$ cat src/rtl/obstacle_pool.sv
// obstacle_pool: fixed pool of obstacle/coin slots that spawn, scroll,
// collide with the player and retire on frame ticks.
// Ports: clock/reset_n; frame_done, game_active, clear control the tick;
// lfsr_val/speed drive spawn and motion; player_lane, jump_clear and
// slide_clear describe the player; rd_idx selects the rd_* readback;
// hit/coin are one-cycle pulses; active_count counts live slots.
module obstacle_pool #(
  parameter int NUM_SLOTS = 8,
  parameter int NUM_LANES = 3,
  parameter int Y_W       = 10,
  parameter int DEACT_Y   = 620,
  parameter int COL_Y_MIN = 440,
  parameter int COL_Y_MAX = 490,
  parameter int GUARD_Y   = 200,
  localparam int IW = $clog2(NUM_SLOTS),
  localparam int CW = IW + 1
) (
  input  logic           clock,
  input  logic           reset_n,
  input  logic           frame_done,
  input  logic           game_active,
  input  logic           clear,
  input  logic [15:0]    lfsr_val,
  input  logic [3:0]     speed,
  input  logic [1:0]     player_lane,
  input  logic           jump_clear,
  input  logic           slide_clear,
  input  logic [IW-1:0]  rd_idx,
  output logic           rd_active,
  output logic [1:0]     rd_lane,
  output logic [1:0]     rd_type,
  output logic [Y_W-1:0] rd_y,
  output logic           hit,
  output logic           coin,
  output logic [CW-1:0]  active_count
);

  typedef enum logic [1:0] {
    T_BARRIER = 2'd0,
    T_WIRE    = 2'd1,
    T_TRAIN   = 2'd2,
    T_COIN    = 2'd3
  } obs_t;

  localparam logic [Y_W-1:0] DEACT = Y_W'(DEACT_Y);
  localparam logic [Y_W-1:0] CMIN  = Y_W'(COL_Y_MIN);
  localparam logic [Y_W-1:0] CMAX  = Y_W'(COL_Y_MAX);
  localparam logic [Y_W-1:0] GUARD = Y_W'(GUARD_Y);
  localparam logic [7:0]     NL8   = 8'(NUM_LANES);
  localparam logic [7:0]     T_RST = 8'd60;
  localparam logic [7:0]     T_BAS = 8'd40;

  logic [NUM_SLOTS-1:0] act_q, act_d;
  logic [NUM_SLOTS-1:0] chk_q, chk_d;
  logic [Y_W-1:0]       y_q    [NUM_SLOTS];
  logic [Y_W-1:0]       y_d    [NUM_SLOTS];
  logic [Y_W-1:0]       y_sat  [NUM_SLOTS];
  logic [1:0]           lane_q [NUM_SLOTS];
  logic [1:0]           lane_d [NUM_SLOTS];
  obs_t                 typ_q  [NUM_SLOTS];
  obs_t                 typ_d  [NUM_SLOTS];
  logic [7:0]           tmr_q, tmr_d;
  logic                 hit_d, coin_d;
  logic                 tick;
  logic                 free_ok;
  logic [IW-1:0]        free_idx;
  logic [1:0]           sp_lane;
  obs_t                 sp_type;
  logic [3:0]           train_near;
  logic                 guard;
  logic [NUM_SLOTS-1:0] zone, haz;
  logic [Y_W:0]         sum;
  logic [CW-1:0]        cnt;

  assign tick    = frame_done & game_active & ~clear;
  assign sp_lane = 2'(lfsr_val[7:0] % NL8);

  // descending scan leaves the lowest inactive index
  always_comb begin
    free_ok  = 1'b0;
    free_idx = '0;
    for (int i = NUM_SLOTS - 1; i >= 0; i--) begin
      if (!act_q[i]) begin
        free_ok  = 1'b1;
        free_idx = IW'(i);
      end
    end
  end

  // never let trains close off every lane at once
  always_comb begin
    train_near = '0;
    for (int i = 0; i < NUM_SLOTS; i++) begin
      if (act_q[i] && typ_q[i] == T_TRAIN && y_q[i] < GUARD)
        train_near[lane_q[i]] = 1'b1;
    end
    guard = 1'b1;
    for (int l = 0; l < 4; l++) begin
      if (l < NUM_LANES && 2'(l) != sp_lane && !train_near[l])
        guard = 1'b0;
    end
    sp_type = obs_t'(lfsr_val[9:8]);
    if (sp_type == T_TRAIN && guard)
      sp_type = T_BARRIER;
  end

  always_comb begin
    zone = '0;
    haz  = '0;
    sum  = '0;
    for (int i = 0; i < NUM_SLOTS; i++) begin
      zone[i] = act_q[i] && !chk_q[i] &&
                y_q[i] >= CMIN && y_q[i] <= CMAX &&
                lane_q[i] == player_lane;
      unique case (1'b1)
        typ_q[i] == T_BARRIER: haz[i] = ~jump_clear;
        typ_q[i] == T_WIRE:    haz[i] = ~slide_clear;
        typ_q[i] == T_TRAIN:   haz[i] = 1'b1;
        default:               haz[i] = 1'b0;
      endcase
      sum      = {1'b0, y_q[i]} + (Y_W + 1)'(speed);
      y_sat[i] = sum[Y_W] ? '1 : sum[Y_W-1:0];
    end
  end

  always_comb begin
    act_d  = act_q;
    chk_d  = chk_q;
    y_d    = y_q;
    lane_d = lane_q;
    typ_d  = typ_q;
    tmr_d  = tmr_q;
    hit_d  = 1'b0;
    coin_d = 1'b0;
    if (clear) begin
      act_d = '0;
      chk_d = '0;
      tmr_d = T_RST;
    end else if (tick) begin
      for (int i = 0; i < NUM_SLOTS; i++) begin
        if (act_q[i]) begin
          y_d[i] = y_sat[i];
          if (zone[i]) begin
            if (typ_q[i] == T_COIN) begin
              coin_d   = 1'b1;
              act_d[i] = 1'b0;
            end else begin
              chk_d[i] = 1'b1;
              hit_d    = hit_d | haz[i];
            end
          end
          if (y_q[i] >= DEACT) begin
            act_d[i] = 1'b0;
            chk_d[i] = 1'b0;
          end
        end
      end
      // free slot comes from pre-tick state, so a slot
      // retired on this tick cannot be refilled until the next
      if (tmr_q != 8'd0) begin
        tmr_d = tmr_q - 8'd1;
      end else if (free_ok) begin
        tmr_d            = T_BAS + {2'b00, lfsr_val[15:10]};
        act_d[free_idx]  = 1'b1;
        chk_d[free_idx]  = 1'b0;
        y_d[free_idx]    = '0;
        lane_d[free_idx] = sp_lane;
        typ_d[free_idx]  = sp_type;
      end
    end
  end

  always_comb begin
    cnt = '0;
    for (int i = 0; i < NUM_SLOTS; i++)
      cnt = cnt + CW'(act_q[i]);
  end

  always_ff @(posedge clock or negedge reset_n) begin
    if (!reset_n) begin
      act_q <= '0;
      chk_q <= '0;
      tmr_q <= T_RST;
      for (int i = 0; i < NUM_SLOTS; i++) begin
        y_q[i]    <= '0;
        lane_q[i] <= '0;
        typ_q[i]  <= T_BARRIER;
      end
      hit          <= 1'b0;
      coin         <= 1'b0;
      rd_active    <= 1'b0;
      rd_lane      <= '0;
      rd_type      <= '0;
      rd_y         <= '0;
      active_count <= '0;
    end else begin
      act_q        <= act_d;
      chk_q        <= chk_d;
      tmr_q        <= tmr_d;
      y_q          <= y_d;
      lane_q       <= lane_d;
      typ_q        <= typ_d;
      hit          <= hit_d;
      coin         <= coin_d;
      rd_active    <= act_q[rd_idx];
      rd_lane      <= lane_q[rd_idx];
      rd_type      <= typ_q[rd_idx];
      rd_y         <= y_q[rd_idx];
      active_count <= cnt;
    end
  end

endmodule

$ cat config.mk
export PLATFORM = sky130hd
export DESIGN_NAME = obstacle_pool
export DESIGN_NICKNAME = d
export VERILOG_FILES = /design/src/rtl/obstacle_pool.sv
export SDC_FILE = /design/constraint.sdc
export NUM_CORES = 1
export LEC_CHECK = 0
export ABC_AREA = 0
export BUFFER_PORTS_ARGS = -buffer_cell sky130_fd_sc_hd__buf_2
export CAP_MARGIN = 0
export CORE_AREA = 2 2 141 143
export DETAILED_ROUTE_END_ITERATION = 8
export DIE_AREA = 0 0 143 145
export PLACE_DENSITY_LB_ADDON = 0.25
export SYNTH_ARGS = -nofsm -noshare
export SYNTH_HDL_FRONTEND = slang
export SYNTH_SLANG_ARGS = --single-unit
export TNS_END_PERCENT = 100
$ cat constraint.sdc
create_clock -name clock -period 3.2 [get_ports clock]
set_clock_uncertainty 0.2 [all_clocks]
set_input_delay 0.48 -clock clock [delete_from_list [all_inputs] [get_ports clock]]
set_output_delay 0.48 -clock clock [all_outputs]
set_load 0.02 [all_outputs]
==> run metrics, run 1 <==
Setup WS post-layout=-0.0895 ns; synth unique cells=70; post-route antenna net violation count=0; fin crit share=103%; Top Ports=between 50 and 60; Worst Hold Class=in -> reg; #FFs+latches synth=around 160; clk slew on worst S/H paths=0.07 ns; Area growth, synth to finish=16.9%; # clock sinks=~160; slew margin rel.=11.8%; CP Data Required Time=3.32 ns; FMAX=approximately 0.30 GHz; DRT Wirelength=around 37000 microns; CORE AREA=19200 sq um; Period minus WS final=between 3 and 4 ns; ys flop type=dfrtp_1; GPL Wtd Cong=between 1 and 1.5; sequential power share=about 44%; n_diodes=0; Synth Area per Inst=~9 sq um; RSZ-0062 raised after global routing=yes; Die W=~140 microns; die area=20700 sq um; H-tree Lvls=4; status=finished with violations; design area=13200 sq um; Max Cap Violations=0; PwrDens=352 nW/um^2; Switching Fraction=approximately 28%; final hold violations=0; # nets final=between 1000 and 1500; sequential-to-total area share from yosys stat=between 30% and 40%; grt ovf=0; Core Rows=between 50 and 60; total global-route track usage=36.3%; number of global-route vias before repair=10951; internal power=roughly 0.0034 W; combinational power share=between 10% and 20%; first-pass GRT wire length=about 59000 microns; pre-CTS setup slack=-0.563 ns; commonest cells after routing, fill and taps aside=a21oi_1, dfrtp_1, nand2_1, buf_4, o21ai_0; cells after synthesis=around 1300; Critical Path Source Type=input pin; Crit path arrival time=~3.4 ns; share of cells above drive strength 1=~20%; P_sw=roughly 0.0013 W; 1st-iter DRT viols=between 1500 and 2000; initial core utilization=58.8%; hpwl dp=26500 microns; critical setup path kind=in -> reg; CP endpoint kind=register; Clk network pwr share=a little over two fifths; failing checks=setup timing; port bufs=52; drt wl/cell=22.3 microns; Post-DP Area=12400 sq um; leakage power=slightly below 6 nW; setup tns final=-0.508 ns; final slew viol count=0; Post-route DRC=0; initial antenna violation count=0; Clock Latency Late Sink=roughly 0.44 ns; routed vias=11350; Synth Cell Area=between 10000 and 15000 sq um; Die Ht=around 150 microns; largest net degree at the start of global routing=62; cts bufs inserted=17; Overall Power=between 0.004 and 0.005 W; Worst Max-Slew Pin Slew=between 1 and 1.5 ns; Post-Syn Nets=roughly 1400; CTS tree=done; Yosys Warn Count=0; 1st-pass router iterations=6; Post-synth ARST share=100%; CP max FO=8; # setup viols final=8; placed cell count=between 1500 and 2000; number of synthesized flops with an enable pin=0; CTS Buffer Depth=2; Avg Vias per Cell=6.81; CTS Root Cell=clkbuf_16; maximum VDD drop=between 0.0003 and 0.0004 V; non-filler cells, final=1666
## critical path, cell delays in order
cell and delay [ns]:
buf_8 0.11, buf_12 0.11, or3b_4 0.22, a31oi_1 0.07, o21ai_1 0.16, nand3_2 0.16
ha_4 0.20, o41ai_4 0.29, o31ai_4 0.13, ha_2 0.23, or4_4 0.43, a211o_4 0.42
a311oi_2 0.29, a21oi_1 0.11
## stage by stage
step / utilization, % / hold slack [ns]
after CTS: 68.2 / 0.173
after detailed placement: 64.7 / 0.239
after global routing: 68.8 / 0.215
after floorplan: - / -0.0156
final: 68.8 / 0.185
after global placement: 64.7 / 0.234
## path summary, 6_finish.rpt
check,start,endpoint,slack (ns),cells after the start
max,lfsr_val[4],typ_q[7],-0.09,14
min,lfsr_val[10],tmr_q[0],0.18,3
max reg2reg,y_q[44],typ_q[7],0.01,9
min reg2reg,chk_q[1],chk_q[1],0.30,1
max in group asynchronous,reset_n,tmr_q[5],1.66,3
min in group asynchronous,reset_n,y_q[42],0.32,2
## cell families after synthesis
family	Yosys count	synth area share (%)
AND/OR/NAND/NOR	430	19.7
flip-flops	157	34.8
multiplexers	60	8.89
XOR/XNOR	38	3.01
AO/OA/AOI/OAI	425	22.8
adder cells (fa/ha/maj)	51	6.44
buffers and inverters	126	4.28
## registers in the layout, indices dropped and copies added (netlist names), 4 cells and up
| register | count |
|---|---|
| act_q | 8 |
| active_count | 4 |
| chk_q | 8 |
| lane_q | 16 |
| rd_y | 10 |
| tmr_q | 8 |
| typ_q | 16 |
| y_q | 80 |
## power by group through the flow
stage | Sequential (W) | Clock, W | Combinational [W]
after floorplan | 0.00209 | 0 | 0.000345
after global placement | 0.00210 | 0 | 0.000573
after detailed placement | 0.00210 | 0 | 0.000590
after CTS | 0.00206 | 0.00195 | 0.000614
after global routing | 0.00207 | 0.00205 | 0.000702
final | 0.00207 | 0.00194 | 0.000647
## layer usage
metal | vias to the layer above | GRT usage, % | wire length, microns
li1 | 4984 | - | -
met1 | 5434 | 49.5 | 14400
met2 | 768 | 55.1 | 16800
met3 | 164 | 8.15 | 4040
met4 | 0 | 16.9 | 1930
met5 | - | 0 | 0
## repair_timing
action	in CTS	in global routing
buffers inserted	4	5
resized for setup	17	12
endpoints found under the setup margin	7	16
gates cloned	0	0
pin swaps	15	13
endpoints found under the hold margin	39	0
hold buffers	1	0
## final cells by class
type | instances | area, sq um
clock buffer | 20 | 447
timing repair buffer | 152 | 1080
clock inverter | 12 | 97.6
multi-input combinational | 1004 | 7110
tap | 265 | 332
fill | 1543 | 5990
sequential | 157 | 3930
inverter | 56 | 210
## cell usage after synthesis, drive strengths merged, types with 5 or more instances
master / n / share of area [%]
a21oi: 155 / 6.9
dfrtp: 153 / 34
nand2: 115 / 3.8
o21ai: 99 / 4.4
nor2: 82 / 2.7
clkbuf: 58 / 1.9
inv: 56 / 1.9
nand3: 50 / 2.2
a21o: 44 / 2.9
ha: 39 / 4.3
nor2b: 38 / 2.1
a31oi: 34 / 1.9
mux4: 30 / 6.0
nand4: 27 / 1.5
mux2: 23 / 2.3
xor2: 23 / 1.8
nor3: 19 / 0.84
o31ai: 16 / 1.1
xnor2: 15 / 1.2
nand2b: 14 / 0.77
nor3b: 13 / 0.86
buf: 12 / 0.50
fa: 12 / 2.1
nand4b: 12 / 0.93
o311ai: 9 / 0.70
nor4b: 8 / 0.62
or4: 8 / 0.56
a311oi: 7 / 0.54
mux2i: 7 / 0.62
nand3b: 7 / 0.46
o22ai: 7 / 0.39
a41oi: 6 / 0.46
and3: 6 / 0.33
nor4: 6 / 0.33
o211ai: 6 / 0.40
or2: 6 / 0.33
or3: 6 / 0.33
o21a: 5 / 0.33
Power figures use the tool's default switching activity.
==> inputs of run 2 (changes only) <==
--- a/config.mk
+++ b/config.mk
@@ -8,9 +8,9 @@
 export ABC_AREA = 0
 export BUFFER_PORTS_ARGS = -buffer_cell sky130_fd_sc_hd__buf_2
 export CAP_MARGIN = 0
-export CORE_AREA = 2 2 141 143
+export CORE_AREA = 2 2 119 168
 export DETAILED_ROUTE_END_ITERATION = 8
-export DIE_AREA = 0 0 143 145
+export DIE_AREA = 0 0 121 170
 export PLACE_DENSITY_LB_ADDON = 0.25
 export SYNTH_ARGS = -nofsm -noshare
 export SYNTH_HDL_FRONTEND = slang
==> constraint.sdc (replaced) <==
create_clock -name clock -period 3.99 [get_ports clock]
set_clock_uncertainty 0.2 [all_clocks]
set_input_delay 0.5985 -clock clock [delete_from_list [all_inputs] [get_ports clock]]
set_output_delay 0.5985 -clock clock [all_outputs]
set_load 0.02 [all_outputs]
==> run 2 against run 1 <==
  * The run ends with hold timing left
  * Total power shrank 18%
  * Sequential power shrank 20%
  * Routed wire length shrank 5.9%
  * First-iteration DRC count shrank 17%
  * Global-route usage shrank 1.3 points
  * Count of clock-buffer cells in the layout shrank 2
  * Via count shrank 3.8%
  * Largest power group is now clock
  * Highest routed layer unchanged
==> run metrics, run 2 (synthesis gave the netlist of run 1 again) <==
final hold violations=6 (was 0); CP Cell Sequence=buf_2 -> or4b_2 -> mux2i_1 -> o22ai_1 -> nand3_1 -> ha_1 -> nand2b_1 -> o31ai_1 -> ha_1 -> or4_4 -> buf_4 -> o211ai_1 -> nand4_1 -> a21oi_1 (was buf_8 -> buf_12 -> or3b_4 -> a31oi_1 -> o21ai_1 -> nand3_2 -> ha_4 -> o41ai_4 -> o31ai_4 -> ha_2 -> or4_4 -> a211o_4 -> a311oi_2 -> a21oi_1); clk slew on worst S/H paths=0.07 ns (about the same); 1st-pass router iterations=7 (was 6); PwrDens=304 nW/um^2 (was 352 nW/um^2); most common cell after layout, fill and taps aside=a21oi_1; Reg-to-Reg End=typ_q[3] (was typ_q[7]); RSZ-0062 raised after global routing=no (was yes); Period minus WS final=between 3 and 4 ns; fin crit share=93.6%; Die W=121 microns (was 143 microns); # setup viols final=0 (was 8); share of cells above drive strength 1=14.4% (was 19.9%); Clock Latency Late Sink=0.45 ns (was 0.44 ns); CTS tree=done (unchanged); n_diodes=0 (unchanged); port bufs=52 (unchanged); Die Ht=170 microns (was 145 microns); largest net degree at the start of global routing=88 (was 62); critical setup path kind=in -> reg (unchanged); Post-route DRC=0 (unchanged); r2r startpoint=y_q[35] (was y_q[44]); DRT Wirelength=35000 microns (was 37200 microns); Post-CTS Setup Bufs=0 (was 4); FMAX=0.268 GHz; Top Ports=53 (unchanged); # clock sinks=157 (unchanged); number of global-route vias before repair=10279 (was 10951); Core Rows=60 (was 51); CP endpoint kind=register (unchanged); hpwl dp=25400 microns (was 26500 microns); Crit path top cell by count=ha_1; first-pass GRT wire length=55800 microns (was 58900 microns); non-filler cells, final=1585 (was 1666); final slew viol count=0 (unchanged); CP max FO=9 (was 8); slew margin rel.=10.2% (was 11.8%); max reg flops=80 (unchanged); Worst Max-Slew Pin Slew=1.33 ns (was 1.31 ns); placed cell count=1553 (was 1624); fin util=65.9% (was 68.8%); Worst Hold Class=in -> async (was in -> reg); maximum VDD drop=0.000329 V (was 0.000373 V); status=finished with violations (unchanged); total global-route track usage=35.0% (was 36.3%); commonest cells after routing, fill and taps aside=a21oi_1, dfrtp_1, nand2_1, o21ai_0, nor2_1 (was a21oi_1, dfrtp_1, nand2_1, buf_4, o21ai_0); leakage power=5.53 nW (was 5.87 nW); H-tree Lvls=4 (unchanged); 1st-iter DRT viols=1387 (was 1665); slowest library cell on the worst path=or4b_2 (was or4_4); post-route antenna net violation count=0 (unchanged); FF-to-FF path depth=8 (was 9); routed vias=10923 (was 11350); delay of the slowest critical-path stage=0.69 ns (was 0.43 ns); failing checks=hold timing (was setup timing); initial core utilization=59.5% (was 58.8%); pre-CTS setup slack=-0.189 ns (was -0.563 ns); CORE AREA=19000 sq um (was 19200 sq um); WHS=-0.00630 ns (was 0.185 ns); biggest regs=y_q (80), lane_q (16), typ_q (16) (unchanged); CTS Root Cell=clkbuf_16 (unchanged); Setup WS post-layout=0.257 ns (was -0.0895 ns); GPL Wtd Cong=1.01 (was 1.00); Max Cap Violations=0 (unchanged); Crit path arrival time=3.90 ns (was 3.41 ns); Critical Path Source Type=input pin (unchanged); worst reg2reg setup slack=0.55 ns (was 0.01 ns); cts bufs inserted=17 (unchanged); grt ovf=0 (unchanged); die area=20600 sq um (was 20700 sq um); Largest Register=y_q (unchanged); CTS Buffer Depth=2 (unchanged); # nets final=1407 (was 1471); drt wl/cell=22.1 microns (was 22.3 microns); initial antenna violation count=1 (was 0); Overall Power=0.00380 W (was 0.00466 W); Avg Vias per Cell=6.89 (was 6.81); CP Data Required Time=4.16 ns (was 3.32 ns); Area growth, synth to finish=10.7% (was 16.9%)
==> run 2: changes by cell type in the layout (fill, tap and decap cells not counted), moves of 3 or more <==
cell | before | now
clkinvlp_4 | 5 | 0
clkinv_2 | 6 | 0
a311oi_2 | 7 | 0
buf_4 | 96 | 35
buf_12 | 4 | 1
a311oi_1 | 0 | 7
inv_8 | 0 | 5
inv_6 | 0 | 5
buf_2 | 48 | 51
==> run 2: how the worst max path moves through the flow <==
stage                 from        end  cells after the start
4_1_cts        lfsr_val[3]  typ_q[11]                     13
2_1_floorplan  lfsr_val[3]   typ_q[9]                     13
5_1_grt        lfsr_val[4]   typ_q[3]                     15
3_5_place_dp   lfsr_val[4]   typ_q[3]                     13
3_3_place_gp   lfsr_val[4]   typ_q[5]                     13
6_report       lfsr_val[4]   typ_q[3]                     14
==> run 2: cell type report <==
class	count	area, sq um
Multi-Input combinational cell	1004	6900
Fill cell	1564	6480
Sequential cell	157	3930
Timing Repair Buffer	88	549
Clock buffer	18	439
Tap cell	248	310
Inverter	56	210
Clock inverter	14	171
==> run 2: layer usage <==
layer | vias up | global-route usage, % | wire, microns
li1 | 4863 | - | -
met1 | 5185 | 42.2 | 12700
met2 | 675 | 57.2 | 16800
met3 | 200 | 6.67 | 2900
met4 | 0 | 22.2 | 2580
met5 | - | 0 | 0
==> run 2: critical path: cells and delay by family <==
kind	cells	cell delay, ns
adder cells (fa/ha/maj)	2	0.44
AND/OR/NAND/NOR	5	1.78
buffers and inverters	2	0.31
multiplexers	1	0.19
AO/OA/AOI/OAI	4	0.58
==> run 2: timing repair <==
action,4_1_cts,5_1_grt
endpoints found under the setup margin,0,6
endpoints found under the hold margin,0,0
hold buffers,0,0
gates resized for setup,0,2
==> run 2: report_power, final <==
part / total (W) / switching [W] / internal (W)
registers: 0.00166 / 0.0000368 / 0.00162
clock network: 0.00171 / 0.000794 / 0.000918
logic: 0.000435 / 0.000262 / 0.000172
total: 0.00380 / 0.00109 / 0.00271
==> run 2: through the flow <==
step	instance area [sq um]	setup TNS [ns]	hold slack, ns
6_report	12500	0	-0.00630
4_1_cts	12500	0	0.0736
3_5_place_dp	11900	-1.41	0.282
5_1_grt	12500	0	0.0902
3_3_place_gp	11900	-0.592	0.277
2_1_floorplan	11300	0	0.103
